### config.mk
export PLATFORM = sky130hd
export DESIGN_NAME = ifetch_prefetch_unit
export DESIGN_NICKNAME = d
export VERILOG_FILES = /design/src/rtl/core_pkg.sv /design/src/rtl/fetch_fifo.sv /design/src/rtl/ifetch_prefetch_unit.sv
export SDC_FILE = /design/constraint.sdc
export NUM_CORES = 1
export LEC_CHECK = 0
export CAP_MARGIN = 20
export CORE_ASPECT_RATIO = 1.1
export CORE_MARGIN = 4
export CORE_UTILIZATION = 60
export DETAILED_ROUTE_END_ITERATION = 10
export PLACE_DENSITY = 0.86
export SYNTH_ARGS = -nofsm -noshare
export SYNTH_HDL_FRONTEND = slang
export SYNTH_SLANG_ARGS = --single-unit
### constraint.sdc
create_clock -name clock -period 9.58 [get_ports clock]
set_clock_uncertainty 0.2 [all_clocks]
set_input_delay 1.916 -clock clock [delete_from_list [all_inputs] [get_ports clock]]
set_output_delay 1.916 -clock clock [all_outputs]
set_load 0.1 [all_outputs]
### src/rtl/core_pkg.sv
// Shared constants and types for the instruction-fetch front end.
package core_pkg;

    localparam int unsigned XLEN = 32;

    localparam logic [XLEN-1:0] RESET_PC_DEFAULT  = 32'h0000_0000;
    localparam logic [XLEN-1:0] NOP_INSTR_DEFAULT = 32'h0000_0013;
    localparam logic [XLEN-1:0] PC_INC            = 32'd4;

    typedef struct packed {
        logic [XLEN-1:0] pc;
        logic [XLEN-1:0] instr;
    } fetch_entry_t;

    function automatic logic [XLEN-1:0] word_align(input logic [XLEN-1:0] addr);
        return addr & ~(XLEN'(3));
    endfunction

endpackage

### src/rtl/fetch_fifo.sv
// Synchronous {pc, instr} queue with push, pop and single-cycle clear.
module fetch_fifo
    import core_pkg::*;
#(
    parameter  int unsigned DEPTH = 4,
    localparam int unsigned AW    = $clog2(DEPTH)
) (
    input  logic         clock,
    input  logic         reset,
    input  logic         push_i,
    input  fetch_entry_t push_data_i,
    input  logic         pop_i,
    input  logic         clear_i,
    output fetch_entry_t head_data_o,
    output logic         full_o,
    output logic         empty_o,
    output logic [AW:0]  count_o
);

    fetch_entry_t  mem_q [DEPTH];
    logic [AW-1:0] wr_ptr_q, rd_ptr_q;
    logic [AW:0]   count_q;
    logic          do_push, do_pop;

    always_comb begin
        empty_o     = (count_q == '0);
        full_o      = (count_q == (AW+1)'(DEPTH));
        do_push     = push_i && !full_o;
        do_pop      = pop_i && !empty_o;
        head_data_o = mem_q[rd_ptr_q];
        count_o     = count_q;
    end

    always_ff @(posedge clock or posedge reset) begin
        if (reset) begin
            wr_ptr_q <= '0;
            rd_ptr_q <= '0;
            count_q  <= '0;
        end else if (clear_i) begin
            wr_ptr_q <= '0;
            rd_ptr_q <= '0;
            count_q  <= '0;
        end else begin
            if (do_push) wr_ptr_q <= wr_ptr_q + AW'(1);
            if (do_pop)  rd_ptr_q <= rd_ptr_q + AW'(1);
            case ({do_push, do_pop})
                2'b10:   count_q <= count_q + (AW+1)'(1);
                2'b01:   count_q <= count_q - (AW+1)'(1);
                default: count_q <= count_q;
            endcase
        end
    end

    // Storage needs no reset: pointers and count define which entries are live.
    always_ff @(posedge clock) begin
        if (do_push && !clear_i) mem_q[wr_ptr_q] <= push_data_i;
    end

endmodule

### src/rtl/ifetch_prefetch_unit.sv
// Instruction-fetch front end: sequential PC generation, in-order memory requests,
// prefetch queue, stall hold and redirect flush with stale-response dropping.
module ifetch_prefetch_unit
    import core_pkg::*;
#(
    parameter logic [XLEN-1:0] RESET_PC  = RESET_PC_DEFAULT,
    parameter int unsigned     DEPTH     = 4,
    parameter logic [XLEN-1:0] NOP_INSTR = NOP_INSTR_DEFAULT
) (
    input  logic        clock,
    input  logic        reset,
    output logic        imem_req_valid,
    output logic [31:0] imem_req_addr,
    input  logic        imem_req_ready,
    input  logic        imem_rsp_valid,
    input  logic [31:0] imem_rsp_data,
    input  logic        redirect_valid,
    input  logic [31:0] redirect_target,
    input  logic        stall,
    output logic        if_valid,
    output logic [31:0] if_pc,
    output logic [31:0] if_instr,
    output logic [15:0] flush_count
);

    localparam int unsigned CW = $clog2(DEPTH) + 1;

    logic [XLEN-1:0] fetch_pc_q, fetch_pc_d;
    logic [XLEN-1:0] rsp_pc_q, rsp_pc_d;
    logic [CW-1:0]   outstanding_q, outstanding_d;
    logic [CW-1:0]   drop_q, drop_d;
    logic [15:0]     flush_count_q, flush_count_d;

    logic [CW-1:0]   fifo_count;
    logic            fifo_full, fifo_empty;
    fetch_entry_t    head_entry, push_entry;
    logic [CW:0]     inflight;
    logic            req_valid, accept, rsp_drop, push, pop;

    // Responses come back in issue order and every kept one follows the last
    // redirect sequentially, so a running pc tag replaces a per-request tag queue.
    always_comb begin
        inflight   = {1'b0, outstanding_q} + {1'b0, fifo_count};
        req_valid  = !reset && !redirect_valid && (inflight < (CW+1)'(DEPTH));
        accept     = req_valid && imem_req_ready;
        rsp_drop   = imem_rsp_valid && (drop_q != '0);
        push       = imem_rsp_valid && !rsp_drop && !redirect_valid;
        pop        = !fifo_empty && !stall && !redirect_valid;
        push_entry = '{pc: rsp_pc_q, instr: imem_rsp_data};
    end

    always_comb begin
        fetch_pc_d    = fetch_pc_q;
        rsp_pc_d      = rsp_pc_q;
        outstanding_d = outstanding_q;
        drop_d        = drop_q;
        flush_count_d = flush_count_q;

        if (accept) fetch_pc_d = fetch_pc_q + PC_INC;

        if (accept && !imem_rsp_valid)      outstanding_d = outstanding_q + CW'(1);
        else if (!accept && imem_rsp_valid) outstanding_d = outstanding_q - CW'(1);

        if (rsp_drop) drop_d   = drop_q - CW'(1);
        if (push)     rsp_pc_d = rsp_pc_q + PC_INC;

        // Everything still in flight after this cycle belongs to the old stream.
        if (redirect_valid) begin
            fetch_pc_d = word_align(redirect_target);
            rsp_pc_d   = word_align(redirect_target);
            drop_d     = outstanding_d;
            if (flush_count_q != '1) flush_count_d = flush_count_q + 16'd1;
        end
    end

    always_ff @(posedge clock or posedge reset) begin
        if (reset) begin
            fetch_pc_q    <= RESET_PC;
            rsp_pc_q      <= RESET_PC;
            outstanding_q <= '0;
            drop_q        <= '0;
            flush_count_q <= '0;
        end else begin
            fetch_pc_q    <= fetch_pc_d;
            rsp_pc_q      <= rsp_pc_d;
            outstanding_q <= outstanding_d;
            drop_q        <= drop_d;
            flush_count_q <= flush_count_d;
        end
    end

    fetch_fifo #(
        .DEPTH (DEPTH)
    ) u_fifo (
        .clock       (clock),
        .reset       (reset),
        .push_i      (push),
        .push_data_i (push_entry),
        .pop_i       (pop),
        .clear_i     (redirect_valid),
        .head_data_o (head_entry),
        .full_o      (fifo_full),
        .empty_o     (fifo_empty),
        .count_o     (fifo_count)
    );

    always_comb begin
        imem_req_valid = req_valid;
        imem_req_addr  = fetch_pc_q;
        if_valid       = !fifo_empty;
        if_pc          = fifo_empty ? '0 : head_entry.pc;
        if_instr       = fifo_empty ? NOP_INSTR : head_entry.instr;
        flush_count    = flush_count_q;
    end

    rsp_into_full_queue: assert property (@(posedge clock) disable iff (reset)
        !(imem_rsp_valid && fifo_full));

endmodule
=== Word-level counts from Yosys, hierarchy flattened ===
Memory sizes are Yosys's and may differ from the RTL's.
Index checks and enable logic that the tools add are counted.

* $lt $le $gt $ge: 1
* Reduce and logical (&&, ||, !) cells: 30
* Equality and inequality tests: 4
* Add/subtract/negate cells: 11
* Mux-type cells: 18

{| class="wikitable"
|+ Operators with widths
! cell !! number
|-
| 32-bit two-way mux || 6
|-
| 32-bit by 3-bit adder with 32-bit output, second input constant || 2
|-
| 16-bit by 1-bit adder with 16-bit output, second input constant || 1
|-
| 16-bit != test, second input constant || 1
|-
| 3-bit two-way mux || 5
|-
| 1-bit logical AND || 13
|-
| 2-bit nonzero test || 5
|-
| 3-bit by 1-bit subtractor with 3-bit output, second input constant || 3
|-
| 1-bit logical NOT || 8
|-
| 2-bit two-way mux || 4
|-
| 3-bit by 1-bit adder with 3-bit output, second input constant || 2
|-
| 3-bit one-hot mux with 2 select lines || 1
|-
| 3-bit nonzero test || 2
|-
| 2-bit by 1-bit adder with 2-bit output, second input constant || 2
|-
| 3-bit by 3-bit adder with 4-bit output || 1
|-
| 4-bit by 3-bit < comparator with 1-bit output, second input constant || 1
|-
| 3-bit equality test, second input constant || 1
|-
| 3-bit logical NOT || 1
|-
| 2-bit by 1-bit equality test with 1-bit output, second input constant || 1
|-
| 2-bit equality test, second input constant || 1
|-
| 1-bit two-way mux || 2
|-
| 2-bit AND reduction || 1
|}

* Output and inout bits: 114
* Memory bits (writable): 256
* Memories: 1
* Register bits after elaboration: 93

{| class="wikitable"
|+ Memories
! name !! depth !! width !! read ports !! clocked after Yosys merged registers in !! wr ports !! line !! RTL
|-
| u_fifo.mem_q || 4 || 64 || 1 || 0 || 1 || fetch_fifo.sv:20 || <nowiki>fetch_entry_t mem_q [DEPTH];</nowiki>
|}

=== Logic depth before layout (Yosys ltp) ===
Gate-level depths: netlist of the first run.

* Depth in word-level cells: 9
* Mapped depth: 9
* Mapped depth without buffers: 9

=== Modules after synthesis ===
From an unflattened synthesis of the first run, not the netlist that was laid out.

* Cells, all modules: 952
* Area, all modules: 14705.4 um2

{| class="wikitable"
|+ By module, submodules not included
! module !! area an instance (um2) !! cells each !! instances
|-
| fetch_fifo || 9800.6 || 399 || 1
|-
| ifetch_prefetch_unit || 4904.7 || 553 || 1
|}

=== Least setup slack after synthesis of the first run ===
Ideal clock, no wire load.

* Path kind: input -> output
* Start: input port redirect_valid
* End: output port imem_req_valid
* Cell stages on the path: 3
* Data required time: 7.464 ns
* Arrival: 3.141 ns
* Path slack: 4.323 ns
* Cells stage by stage: clkbuf_1 nor3_1 and3_1

* Word-level cells in the longest chain between the ends: 3

{| class="wikitable"
|+ Ends and longest elaborated chain
! item !! line !! RTL
|-
| from (decl) || ifetch_prefetch_unit.sv:17 || <nowiki>input logic redirect_valid,</nowiki>
|-
| 1-bit logical NOT || ifetch_prefetch_unit.sv:44 || <nowiki>req_valid = !reset && !redirect_valid && (inflight < (CW+1)'(DEPTH));</nowiki>
|-
| 1-bit logical AND (2 in series) || ifetch_prefetch_unit.sv:44 ||
|-
| to (decl) || ifetch_prefetch_unit.sv:12 || <nowiki>output logic imem_req_valid,</nowiki>
|}

No other way between the ends.

=== Worst setup path after layout of the first run ===
Ends and elaborated chain as after synthesis.

==> results.md, run 1 <==
* Result of the run: completed
* Logic depth of the worst path, buffers included at 5
* Via/cell ratio at 6.00
* Total overflow reported by the global router at 0
* Via count at 8561
* Fraction of layout instances using a drive strength above 1 at 14.5%
* Worst path top cell family by delay: buffers and inverters
* Placed standard-cell area at 16400 µm²
* Starting density of the core at 60.9%
* Final count of pins violating max slew at 0
* Cell at the root of the clock tree: clkbuf_16
* Count of antenna diodes in the layout at 0
* Post-synthesis instance total at 922
* Most common cell after layout, fill and taps aside: edfxtp_1
* DP HPWL at 18.1 mm
* Number of nets in the finished design at 1185
* YS warnings at 0
* Total routing resource utilization after global routing at 22.5%
* Unrepaired setup endpoints after global routing: no
* Number of global-route vias before repair at 8701
* Buffers and inverters on the worst path at 3
* Crit path largest cell delay at 1130 ps
* Sequential-to-total area share from yosys stat at 67.2%
* Power Total at 4.83 mW
* Worst-path clk slew at 60 ps
* Top flip-flop cell by instance count after synthesis: edfxtp_1
* TritonCTS buffer count at 31
* Slowest library cell on the worst path: clkdlybuf4s50_1
* Arrival time of data at the critical path endpoint at 4070 ps
* First DRT Iteration DRCs at 546
* Number of clock sinks seen by CTS at 337
* Ordered cell list for the critical path: buf_2, buf_4, nor3_1, and3_1, clkdlybuf4s50_1
* Data required time of the critical path at 7460 ps
* Worst hold path class: reg -> reg
* Wire length of the first global-routing pass at 47.5 mm
* Worst hold slack at 318 ps
* Source of the worst hold timing path: flush_count[14]$_DFFE_PP0P_
* Number of max-cap violations at 0
* DRC violation count after routing at 0
* Avg Cell Area, Syn at 15.6 µm²
* Post-cts resize count at 0
* Accumulated negative setup slack at 0 ps
* Count of state elements after synthesis at 337
* Clock period minus final worst setup slack at 6180 ps
* Power per standard cell area at 277 nW/µm²
* Element type at the critical path start: input port
* Startpoint of the worst register-to-register path: drop_q[0]$_DFFE_PP0P_
* Core outline area at 23600 µm²
* # Post-CTS Setup Buffers at 0
* Measured slew at the worst slew-check pin at 1080 ps
* Maximum root-to-sink buffer count at 3
* Capture endpoint of the worst hold path: flush_count[14]$_DFFE_PP0P_
* Post-synthesis cell type count at 59
* Count of input and output buffers at 177
* Number of optimization iterations in the first detailed-route pass at 5
* Width of the chip at 156 µm
* Worst R2R Path Depth at 9
* Die area at 26500 µm²
* Final number of setup-violating endpoints at 0
* CTS tree: built
* Area added between synthesis and finish at 21.3%
* EDFF count, synth at 248
* Reg2Reg Setup Slack at 6370 ps
* H-tree Lvls at 1
* Max rail drop VDD at 308 µV
* Routed wirelength normalized by instance count at 20.9 µm
* Std-Cell Rows at 59
* Post-Synthesis Cell Area at 14400 µm²
* Share of flip-flops with an asynchronous set or reset at 26.4%
* Fin. Hold Viols at 0
* Critical Path Sink Type: output pin
* DIE HEIGHT at 170 µm
* Residual antenna-violating net count after detailed routing at 0
* Portion of the clock cycle consumed by the worst path in the final layout at 64.5%
* Most frequent cells in the layout: edfxtp_1 (248), clkdlybuf4s50_1 (176), dfrtp_1 (87)
* Slew Limit Headroom at 27.5%
* Final routed wirelength across all metal layers at 29.8 mm
* Worst Path Max Fanout at 71
* RePlAce Congestion at 0.853
* Clock network latency to the later pin of the worst-skew pair at 550 ps
* Endpoint of the most critical register-to-register path: u_fifo.count_o[2]$_DFFE_PP0P_
* Maximum clock frequency at 162 MHz
* Leak at 5.91 nW
* Maximum number of pins on one net before global-route repair at 77
* Hold-fix buffer count after cts at 0
* Number of antenna violations at the first check in global routing at 0
* Area of all placed cells without fillers at 17500 µm²
* Number of cells on the worst hold path at 1
* Type of the worst setup path: in -> out
* Number of placed I/O pins at 184
[layout make-up]
cell class / instances / area [µm²]
inverter: 21 / 80.1
timing repair buffer: 189 / 1860
sequential: 337 / 9680
multi-input combinational: 521 / 4450
tap: 305 / 382
clock buffer: 43 / 871
fill: 1465 / 6170
clock inverter: 12 / 135
[how the worst max path moves through the flow]
stage | startpoint | to | slack [ps]
after floorplan | redirect_valid | imem_req_valid | 4320
after global placement | redirect_valid | imem_req_valid | 3450
after detailed placement | redirect_valid | imem_req_valid | 3380
after CTS | redirect_valid | imem_req_valid | 3380
after global routing | u_fifo.rd_ptr_q[0]$_DFFE_PP0P_ | if_instr[4] | 3270
final | redirect_valid | imem_req_valid | 3400
[power by group]
group          switching, mW  internal [mW]  leakage [nW]
Clock                  0.505          0.710         0.483
Combinational           1.32          0.493          2.10
Sequential             0.134           1.67          3.32
[per-stage QoR]
stage          std cells  utilization, %  worst slack [ps]
6_report            1428            73.9              3400
5_1_grt             1428            73.9              3270
4_1_cts             1426            73.8              3380
3_5_place_dp        1371            69.5              3380
3_3_place_gp        1371            69.5              3450
2_1_floorplan        925               -              4320
[kinds of logic after synthesis]
group | Yosys count | synth area share [%]
flops | 337 | 67.2
simple gates | 275 | 10.9
compound gates | 95 | 4.30
mux | 77 | 10.9
buf+inv | 67 | 2.03
xor+xnor | 56 | 3.41
fa+ha+maj | 14 | 1.27
other cells | 1 | 0.0261
[cells in the mapped netlist (25+ instances only)]
library cell  instances  share of area [%]
clkbuf_1             25               0.65
edfxtp_1            248                 52
dfrtp_1              89                 15
xnor2_1              35                2.1
o21ai_0              29                1.0
mux4_2               62                9.7
nor2b_1              59                2.6
nand3_1              27               0.94
nor2_1               30               0.78
nand4_1              32                1.4
nand2_1              57                1.5
[routing by layer]
layer  global-route usage, %  share of wire [%]  vias to the layer above
li1                        -                  -                     3893
met5                       0                  0                        -
met1                    31.9                 42                     4303
met3                    5.85                8.5                       38
met2                    36.2                 48                      327
met4                    4.42                1.4                        0
[flip-flops by register name (all words and copies together), names as in the netlist]
name             flops
drop_q               3
flush_count         16
imem_req_addr       30
outstanding_q        3
rsp_pc_q            30
u_fifo.count_o       3
u_fifo.mem_q       248
u_fifo.rd_ptr_q      2
u_fifo.wr_ptr_q      2
Power figures use the tool's default switching activity.
==> run 2, diff against run 1 <==
CORE_UTILIZATION = 50   (was 60)
PLACE_DENSITY = 0.76   (was 0.86)
clock period = 5.5 ns   (was 9.58 ns; I/O delays follow)
==> results.md, run 2 (synthesis results as in run 1) <==
* Type of the worst setup path: reg -> out
* Total routing resource utilization after global routing at 19.8%
* Worst Path Max Fanout at 31
* DIE HEIGHT at 186 µm
* Worst hold path class: reg -> reg
* # Post-CTS Setup Buffers at 0
* Max rail drop VDD at 403 µV
* Wire length of the first global-routing pass at 49.4 mm
* Via/cell ratio at 5.78
* Leak at 6.03 nW
* Core occupancy in the finished layout at 63.1%
* Fraction of layout instances using a drive strength above 1 at 15.8%
* Portion of the clock cycle consumed by the worst path in the final layout at 86.4%
* Starting density of the core at 51.2%
* Fin. Hold Viols at 0
* Most frequent cells in the layout: edfxtp_1 (248), clkdlybuf4s50_1 (175), dfrtp_1 (87)
* Std-Cell Rows at 64
* Startpoint of the worst register-to-register path: drop_q[0]$_DFFE_PP0P_
* First DRT Iteration DRCs at 664
* Width of the chip at 170 µm
* Result of the run: completed
* Most common cell after layout, fill and taps aside: edfxtp_1
* Capture endpoint of the worst hold path: flush_count[14]$_DFFE_PP0P_
* Reg2Reg Setup Slack at 2280 ps
* Clock network latency to the later pin of the worst-skew pair at 510 ps
* Worst hold slack at 316 ps
* TritonCTS buffer count at 35
* DRC violation count after routing at 0
* CTS tree: built
* Via count at 8663
* Flip-flop count of the largest register, all copies and words added at 248
* Count of antenna diodes in the layout at 0
* Number of optimization iterations in the first detailed-route pass at 5
* Element type at the critical path start: flip-flop
* Routed wirelength normalized by instance count at 20.7 µm
* Core outline area at 28100 µm²
* Final routed wirelength across all metal layers at 31.1 mm
* Source of the worst hold timing path: flush_count[14]$_DFFE_PP0P_
* Total overflow reported by the global router at 0
* Largest register by flop count: u_fifo.mem_q
* Number of antenna violations at the first check in global routing at 0
* Die area at 31600 µm²
* Power per standard cell area at 483 nW/µm²
* Number of cells on the worst hold path at 1
* Cell at the root of the clock tree: clkbuf_16
* Unrepaired setup endpoints after global routing: no
* Maximum root-to-sink buffer count at 3
* Maximum number of pins on one net before global-route repair at 66
* Number of global-route vias before repair at 8815
* Final number of setup-violating endpoints at 0
* Number of max-cap violations at 0
* Fillers at 2033
* Final count of pins violating max slew at 0
* Number of clock sinks seen by CTS at 337
* Worst-path clk slew at 60 ps
* Slew Limit Headroom at 26.4%
* Arrival time of data at the critical path endpoint at 3450 ps
* Endpoint of the most critical register-to-register path: u_fifo.count_o[2]$_DFFE_PP0P_
* Clock period minus final worst setup slack at 4750 ps
* Measured slew at the worst slew-check pin at 1100 ps
* Data required time of the critical path at 4200 ps
* Number of nets in the finished design at 1198
* Post-cts resize count at 0
* Worst R2R Path Depth at 9
* RePlAce Congestion at 0.811
* Critical Path Source: u_fifo.rd_ptr_q[0]$_DFFE_PP0P_
* Accumulated negative setup slack at 0 ps
* Maximum clock frequency at 210 MHz
* Residual antenna-violating net count after detailed routing at 0
* Critical Path Sink Type: output pin
* Hold-fix buffer count after cts at 0
* Number of placed I/O pins at 184
* DP HPWL at 20.4 mm
* Count of non-filler cells in the finished layout at 1498
* Count of input and output buffers at 177
* Post-Place Cells at 1439
* H-tree Lvls at 2
* Area added between synthesis and finish at 23.2%
## run 2: worst max-delay path by stage
stage / endpoint / slack, ps / depth (start not counted)
finish: if_instr[1] / 750 / 4
global route: if_instr[1] / 560 / 4
CTS: if_instr[1] / 670 / 4
detailed placement: u_fifo.count_o[2]$_DFFE_PP0P_ / 1140 / 8
global placement: u_fifo.mem_q[2][5]$_DFFE_PP_ / 1160 / 5
floorplan: u_fifo.mem_q[0][0]$_DFFE_PP_ / 1460 / 4
## run 2: where the power goes
group          total [mW]  internal (mW)  switching, mW  leakage [nW]
combinational        3.20          0.888           2.31          2.17
sequential           3.14           2.91          0.230          3.32
clock                2.24           1.32          0.922         0.540
## run 2: worst max-delay path, stage by stage, from the launching register on
cell and delay [ps]:
dfrtp_4 860, buf_4 320, mux4_2 500, or2_2 280, clkdlybuf4s50_1 970
## run 2: stage by stage
| stage | setup slack (ps) | power [mW] | instance area (µm²) |
|---|---|---|---|
| 3_3_place_gp | 1160 | 6.38 | 16600 |
| 2_1_floorplan | 1460 | 5.61 | 14400 |
| 4_1_cts | 666 | 8.66 | 17700 |
| 3_5_place_dp | 1140 | 6.41 | 16600 |
| 6_report | 745 | 8.57 | 17700 |
| 5_1_grt | 558 | 8.91 | 17700 |
## run 2: final cells by class
class,count,area [µm²],area share (%)
well taps,363,454,2.56
flip-flops and latches,337,9680,54.6
clock buffers,42,943,5.32
multi-input cells,521,4450,25.1
clock inverters,16,144,0.812
repair buffers,198,1980,11.2
inverters,21,80.1,0.452
## run 2: routing by layer
layer | global-route usage [%] | up-vias | wire, µm
met2 | 32.1 | 343 | 14900
met1 | 27.7 | 4371 | 13200
li1 | - | 3918 | -
met4 | 4.12 | 0 | 395
met3 | 4.86 | 31 | 2550
met5 | 0 | - | 0
==> run 3, diff against run 2 <==
ABC_AREA = 1   (was not set)
CORE_UTILIZATION = 51   (was 50)
HOLD_SLACK_MARGIN = 0.08   (was not set)
PLACE_DENSITY = 0.77   (was 0.76)
SETUP_SLACK_MARGIN = 0.3   (was not set)
==> results.md, run 3 <==
* Hold-fix buffer count after cts at 0
* Number of global-route vias before repair at 12094
* Maximum number of pins on one net before global-route repair at 107
* Commonest cells post-synth: nor2_1 (362), nand2_1 (329), edfxtp_1 (248)
* Result of the run: completed
* Post-Synthesis Cell Area at 15600 µm²
* EDFF count, synth at 248
* Share of flip-flops with an asynchronous set or reset at 26.4%
* # Post-CTS Setup Buffers at 0
* Power Total at 10.7 mW
* Fillers at 2449
* Worst R2R Path Depth at 7
* Clock network latency to the later pin of the worst-skew pair at 510 ps
* Via/cell ratio at 5.44
* Total overflow reported by the global router at 0
* Max rail drop VDD at 418 µV
* Number of max-cap violations at 0
* Area used by sequential logic in the layout at 9680 µm²
* Number of placed I/O pins at 184
* Element type at the critical path start: flip-flop
* Die area at 33500 µm²
* Highest layer used for signal routing: met4
* Type of the worst setup path: reg -> out
* Count of antenna diodes in the layout at 0
* Count of input and output buffers at 177
* Accumulated negative setup slack at 0 ps
* Number of antenna violations at the first check in global routing at 0
* Final count of pins violating max slew at 0
* YS warnings at 0
* Flip-flop count of the largest register, all copies and words added at 248
* Portion of the clock cycle consumed by the worst path in the final layout at 81.0%
* Most frequent cells in the layout: nor2_1 (358), nand2_1 (329), edfxtp_1 (248)
* Met1 WL at 16.5 mm
* Largest cells by area after synthesis: edfxtp_1 (48%), dfrtp_1 (14%), nor2_1 (8.7%)
* Fin. Hold Viols at 0
* Source of the worst hold timing path: flush_count[15]$_DFFE_PP0P_
* Top flip-flop cell by instance count after synthesis: edfxtp_1
* Largest area contributor in the synthesized netlist: edfxtp_1
* First DRT Iteration DRCs at 918
* TritonCTS buffer count at 35
* Std-Cell Rows at 66
* CTS tree: built
* Core outline area at 29900 µm²
* Wire length of the first global-routing pass at 62.1 mm
* Number of clock sinks seen by CTS at 337
* Measured slew at the worst slew-check pin at 994 ps
* Worst-path clk slew at 60 ps
* Share of the synthesized area in the top cell type at 47.7%
* Starting density of the core at 52.3%
* Post-synthesis cell type count at 43
* Startpoint of the worst register-to-register path: drop_q[0]$_DFFE_PP0P_
* Final routed wirelength across all metal layers at 39.1 mm
* Number of optimization iterations in the first detailed-route pass at 6
* Count of state elements after synthesis at 337
* DIE HEIGHT at 192 µm
* Post-synthesis instance total at 1639
* Detail Route met2 WL at 18.8 mm
* Area added between synthesis and finish at 20.2%
* Maximum root-to-sink buffer count at 3
* Final number of setup-violating endpoints at 0
* Residual antenna-violating net count after detailed routing at 0
* Critical Path Sink Type: output pin
* Number of nets in the finished design at 1886
* Endpoint of the most critical register-to-register path: u_fifo.mem_q[0][8]$_DFFE_PP_
* Largest register by flop count: u_fifo.mem_q
* Reg2Reg Setup Slack at 2450 ps
* Arrival time of data at the critical path endpoint at 3150 ps
* Cell at the root of the clock tree: clkbuf_16
* H-tree Lvls at 2
* Data required time of the critical path at 4200 ps
* Width of the chip at 175 µm
* Clock period minus final worst setup slack at 4450 ps
* Fraction of layout instances using a drive strength above 1 at 9.40%
* Power per standard cell area at 568 nW/µm²
* Capture endpoint of the worst hold path: flush_count[15]$_DFFE_PP0P_
* Routed met3 length at 2.74 mm
* Sequential-to-total area share from yosys stat at 61.9%
* Leak at 7.23 nW
* Slew Limit Headroom at 33.7%
* Most common cell after layout, fill and taps aside: nor2_1
* Total routing resource utilization after global routing at 23.0%
* DP HPWL at 24.8 mm
* Unrepaired setup endpoints after global routing: no
* Via count at 12165
* Worst hold path class: reg -> reg
* Avg Cell Area, Syn at 9.53 µm²
* Worst Path Max Fanout at 67
* Most frequently used cell type in the post-synthesis netlist: nor2_1
* Maximum clock frequency at 224 MHz
* Number of cells on the worst hold path at 2
* Multi-input logic area at 5290 µm²
* Routed wirelength normalized by instance count at 17.5 µm
* Post-cts resize count at 0
* DRC violation count after routing at 0
* RePlAce Congestion at 0.885
## run 3: changes by cell type after synthesis, moves of 9 or more
cell,delta
nand2_1,+272
inv_1,+69
xnor2_1,-27
nand4_1,-23
nand3_1,+51
xor2_1,+9
a21oi_1,+60
o21ai_0,+125
mux4_2,-62
nor2b_1,-59
nor2_1,+332
mux2_2,-13
and3_1,-10
## run 3: worst max path at each step
stage | startpoint | endpoint | slack, ps | cells after the start
finish | u_fifo.rd_ptr_q[0]$_DFFE_PP0P_ | if_pc[8] | 1050 | 6
global route | u_fifo.rd_ptr_q[0]$_DFFE_PP0P_ | if_pc[8] | 860 | 6
CTS | u_fifo.rd_ptr_q[0]$_DFFE_PP0P_ | if_pc[8] | 990 | 6
detailed placement | imem_rsp_valid | u_fifo.mem_q[0][8]$_DFFE_PP_ | 1210 | 6
global placement | imem_rsp_valid | u_fifo.mem_q[0][8]$_DFFE_PP_ | 1230 | 6
floorplan | redirect_valid | u_fifo.mem_q[0][0]$_DFFE_PP_ | 760 | 4
## run 3: stage by stage
stage | hold slack, ps | setup slack (ps) | instances | utilization, % | area (µm²)
after floorplan | 296 | 757 | 1642 | - | 15600
after global placement | 336 | 1230 | 2173 | 59.0 | 17700
after detailed placement | 347 | 1210 | 2173 | 59.0 | 17700
after CTS | 360 | 992 | 2237 | 62.8 | 18800
after global routing | 378 | 859 | 2237 | 62.8 | 18800
final | 359 | 1050 | 2237 | 62.8 | 18800
## run 3: metal layers
| metal | GRT usage [%] | up-vias |
|---|---|---|
| li1 | - | 5829 |
| met1 | 30.7 | 5765 |
| met2 | 39.2 | 494 |
| met3 | 3.64 | 77 |
| met4 | 7.62 | 0 |
| met5 | 0 | - |
## run 3: worst max-delay path: stages (launching register included)
cell and delay, ps:
dfrtp_4 850, buf_4 670, nor2_1 110, nor2_1 120, o21ai_0 130, a21oi_1 360
buf_4 360
## run 3: cell families (layout without fill, tap and decap cells)
logic type               after synthesis  after routing  share of synthesized area (%)
flip-flops                           337            337                           61.9
AND/OR/NAND/NOR                      826            826                           21.6
XOR/XNOR                              38             38                           2.13
buffers and inverters                169            356                           4.52
other                                  1              4                         0.0240
adder cells (fa/ha/maj)               14             14                           1.17
AO/OA/AOI/OAI                        254            254                           8.62
## run 3: cell type report
class	count	share of cell area [%]
Inverter	100	2.04
Clock buffer	47	5.35
Clock inverter	17	0.653
Sequential cell	337	51.5
Multi-Input combinational cell	1136	28.2
Timing Repair Buffer	192	9.50
Tap cell	408	2.72
## run 3: report_power, final
part / switching [mW] / leakage (nW) / internal, mW
sequential: 0.310 / 3.33 / 2.97
clock: 0.945 / 0.543 / 1.34
combinational: 4.08 / 3.36 / 1.03
total: 5.33 / 7.23 / 5.34
==> variant 1: new RTL, settings of run 3 <==
`DEPTH` is set to 4 in 2 places; all go to 2.
--- a/src/rtl/fetch_fifo.sv
+++ b/src/rtl/fetch_fifo.sv
@@ -3,5 +3,5 @@
     import core_pkg::*;
 #(
-    parameter  int unsigned DEPTH = 4,
+    parameter  int unsigned DEPTH = 2,
     localparam int unsigned AW    = $clog2(DEPTH)
 ) (
--- a/src/rtl/ifetch_prefetch_unit.sv
+++ b/src/rtl/ifetch_prefetch_unit.sv
@@ -5,5 +5,5 @@
 #(
     parameter logic [XLEN-1:0] RESET_PC  = RESET_PC_DEFAULT,
-    parameter int unsigned     DEPTH     = 4,
+    parameter int unsigned     DEPTH     = 2,
     parameter logic [XLEN-1:0] NOP_INSTR = NOP_INSTR_DEFAULT
 ) (
Behaviour: not the same (Yosys sat finds a counterexample within 4 cycles, from zero or initial values and one cycle with reset high).
==> variant 1 against run 3 <==
- area after synthesis down 34%
- via count down 29%
- power down 31%
- clock power down 30%
- cell area down 30%
- first-iteration DRC count down 42%
- fmax up 2.3%
- global-route usage down 0.31 points
- routed wire length down 35%
- critical path depth down 1
- worst setup slack better by 0.10 ns
- sequential cell count down 129
==> variant 1: results (changes against run 3) <==
[hold_path]
hold_end=flush_count[12]
hold_path_depth=1  ; -1
hold_path.startpoint=flush_count[12]

[placement]
hpwl_um=17300  ; -30%
gp_congestion=0.900  ; +1.6%
post_dp_cell_area_sq_um=12300  ; -30%

[clocking]
htreeDepth=1  ; -1
cts_buffers=22  ; -37%

[setup_path]
r2r_end=u_fifo.mem_q[1][47]
critPathArrivalTime_ns=3.05  ; -0.10 ns
crit_fanout=30  ; -55%
r2r_setup_slack_ns=2.59  ; +0.14 ns

[status]
run_status=finished clean

[layout]
nets=1434  ; -24%
fillers=1570  ; -36%
drive_above_1_share_pct=6.55  ; -2.9 points

[timing]
tightest_slew_ns=1.03  ; +0.0397 ns

[power_and_ir_drop]
ir_drop_mv=0.450  ; +7.7%
leakage_nw=5.31  ; -27%

[route]
dr.pass1.iters=5  ; -1

[yosys]
yosysUniqueCellTypes=39  ; -9.3%
ys_async_sr_fraction_pct=40.4  ; +14 points

[grt]
grt_pass1_wl_um=41200  ; -34%
grt_max_degree=78  ; -27%
grt_pass1_vias=8486  ; -30%
grt_usage_pct=22.7  ; -0.31 points

[variant 1: cell type report]
type / count / area [sq um] / area share [%]
well taps: 252 / 315 / 2.41
clock inverters: 8 / 139 / 1.06
repair buffers: 187 / 1860 / 14.2
clock buffers: 32 / 653 / 4.99
flip-flops and latches: 208 / 5830 / 44.5
inverters: 101 / 380 / 2.91
multi-input cells: 839 / 3910 / 29.9
[variant 1: worst max-delay path by stage]
stage | from | to | slack, ns | depth (start not counted)
after global routing | u_fifo.rd_ptr_q | if_instr[18] | 0.98 | 5
after global placement | imem_rsp_valid | u_fifo.mem_q[1][5] | 1.58 | 6
final | u_fifo.rd_ptr_q | if_instr[20] | 1.15 | 5
after floorplan | reset | imem_req_valid | 0.44 | 3
after detailed placement | imem_rsp_valid | u_fifo.mem_q[1][7] | 1.56 | 6
after CTS | u_fifo.rd_ptr_q | if_instr[20] | 1.10 | 5
[variant 1: critical path: stages, from the launching register on]
cell and delay, ns:
dfrtp_2 0.40, inv_2 0.42, buf_4 0.34, nand2_1 0.07, a21oi_1 0.15, clkdlybuf4s50_1 1.16
[variant 1: logic make-up after synthesis]
logic type	synth area share [%]
and+or+nand+nor	26.8
AOI/OAI and AO/OA	6.96
adders and majority gates	0.682
buffers and inverters	5.56
xor gates and xnor gates	3.24
other	0.0365
DFF	56.7
[variant 1: layer usage]
metal | wire, um | global-route usage (%) | vias up | part of all wire (%)
met5 | 0 | 0 | - | 0
met4 | 668 | 7.80 | 0 | 2.6
met3 | 2220 | 4.28 | 56 | 8.7
met2 | 12100 | 37.4 | 355 | 47
met1 | 10500 | 30.5 | 3976 | 41
li1 | - | - | 4207 | -
[variant 1: power breakdown]
| part | leakage (nW) | switching (mW) | internal [mW] | total, mW |
|---|---|---|---|---|
| registers | 2.15 | 0.240 | 1.90 | 2.14 |
| logic | 2.77 | 2.89 | 0.795 | 3.69 |
| clock network | 0.391 | 0.577 | 1.01 | 1.59 |
| total | 5.31 | 3.71 | 3.70 | 7.41 |
[variant 1: metrics by stage]
| stage | power, mW | hold WS, ns | setup WS (ns) | instances | utilization, % |
|---|---|---|---|---|---|
| after global placement | 5.81 | 0.304 | 1.58 | 1586 | 62.0 |
| final | 7.41 | 0.315 | 1.15 | 1627 | 66.1 |
| after CTS | 7.46 | 0.324 | 1.10 | 1626 | 66.0 |
| after floorplan | 4.98 | 0.284 | 0.443 | 1187 | - |
| after detailed placement | 5.85 | 0.320 | 1.56 | 1586 | 62.0 |
| after global routing | 7.74 | 0.363 | 0.981 | 1627 | 66.1 |
==> variant 2: new RTL, settings of run 3 <==
Without the edit above. Register the output `flush_count`, with the module's reset; this adds one clock of latency there. The other outputs are not delayed to match.
--- a/src/rtl/ifetch_prefetch_unit.sv
+++ b/src/rtl/ifetch_prefetch_unit.sv
@@ -25,4 +25,6 @@
 
     localparam int unsigned CW = $clog2(DEPTH) + 1;
+
+    logic [15:0] flush_count_c;
 
     logic [XLEN-1:0] fetch_pc_q, fetch_pc_d;
@@ -111,5 +113,5 @@
         if_pc          = fifo_empty ? '0 : head_entry.pc;
         if_instr       = fifo_empty ? NOP_INSTR : head_entry.instr;
-        flush_count    = flush_count_q;
+        flush_count_c  = flush_count_q;
     end
 
@@ -117,3 +119,11 @@
         !(imem_rsp_valid && fifo_full));
 
+    always_ff @(posedge clock or posedge reset) begin
+        if (reset) begin
+            flush_count <= '0;
+        end else begin
+            flush_count <= flush_count_c;
+        end
+    end
+
 endmodule
Check against the original RTL: not equivalent (Yosys sat finds a counterexample within 4 cycles, from zero or initial values and one cycle with reset high).
==> variant 2 against run 3 <==
- cell area is 1.5% higher
- sequential cell count is 16 higher
- power is 4.3% higher
- sequential share of layout area is 1.4 points higher
- fmax is 0.59% lower
- register-to-register slack hardly changed
- routed wire length is 6.1% lower
- synthesized cell count is 5.7% lower
- first-iteration DRC count is 13% lower
- area after synthesis is 1.2% higher
- sequential power is 4% higher
- worst setup slack worse by 0.026 ns
- critical endpoint is now if_pc[14]
- largest cell class unchanged
- largest power group unchanged
- highest routed layer unchanged
==> variant 2: results (changes against run 3) <==
[timing]
timing.fmax_ghz=0.223  ; -0.59%
tightest_slew_ns=1.00  ; +0.00698 ns

[route]
wl_met2_um=17600  ; -6.1%
wl_met1_um=15700  ; -4.5%
wl_per_cell_um=17.0  ; -2.5%
dr.pass1.iters=5  ; -1
routed-wl-met3_um=2260  ; -18%
postRouteWirelength_um=36700  ; -6.1%

[setup_path]
crit_fanout=84  ; +25%
critPathArrivalTime_ns=3.18  ; +0.03 ns

[layout]
nClkBuffers=46  ; -2.1%
area_growth_pct=20.5
num-multi-input-gates=1012  ; -11%
nets=1798  ; -4.7%
layout.nonclk_buf_share_pct=9.63  ; +0.13 points
inv_count=119  ; +19%
ff_latch_area_sq_um=10100  ; +4.1%
n_all_buffers=193  ; +0.52%
drive_above_1_share_pct=10.3  ; +0.88 points
clock_cell_area_share_pct=5.94  ; -0.060 points

[power_and_ir_drop]
p_clk_share_pct=21.0  ; -0.4 points
intPower_mw=5.57  ; +4.4%

[placement]
gp_congestion=0.945  ; +6.8%
hpwl_um=22800  ; -7.9%
pre_cts_ws_ns=1.38  ; +0.168 ns
dp_cells=2091  ; -3.8%
post_dp_cell_area_sq_um=17900  ; +1.5%

[grt]
grt_usage_pct=21.6  ; -1.4 points
grt_pass1_wl_um=58200  ; -6.3%
grt_max_degree=91  ; -15%

[yosys]
yosysUniqueCellTypes=46  ; +7.0%
synth-seq-cells=353  ; +4.7%
ys_async_sr_fraction_pct=29.7  ; +3.3 points
yosysSeqAreaShare_pct=63.7  ; +1.8 points
syn_inst=1546  ; -5.7%

[status]
run_status=finished clean

variant 2: cell families (layout without fill, tap and decap cells):
kind of cell	after synthesis	after routing	share of synthesized area, %
and+or+nand+nor	684	684	18.7
other	1	4	0.0237
DFF	353	353	63.7
adders and majority gates	14	14	1.15
AOI/OAI and AO/OA	262	262	9.03
xor gates and xnor gates	48	48	2.66
buffers and inverters	184	375	4.76
variant 2: worst paths after layout:
| path | cells past startpoint | start | to |
|---|---|---|---|
| hold / removal | 0 | flush_count_c[14] | flush_count[14] |
| min in group asynchronous | 3 | reset | flush_count_c[6] |
| setup reg to reg | 7 | drop_q[0] | u_fifo.mem_q[0][40] |
| max in group asynchronous | 4 | reset | u_fifo.rd_ptr_q[0] |
| setup / recovery | 6 | u_fifo.rd_ptr_q[0] | if_pc[14] |
| hold reg to reg | 0 | flush_count_c[14] | flush_count[14] |
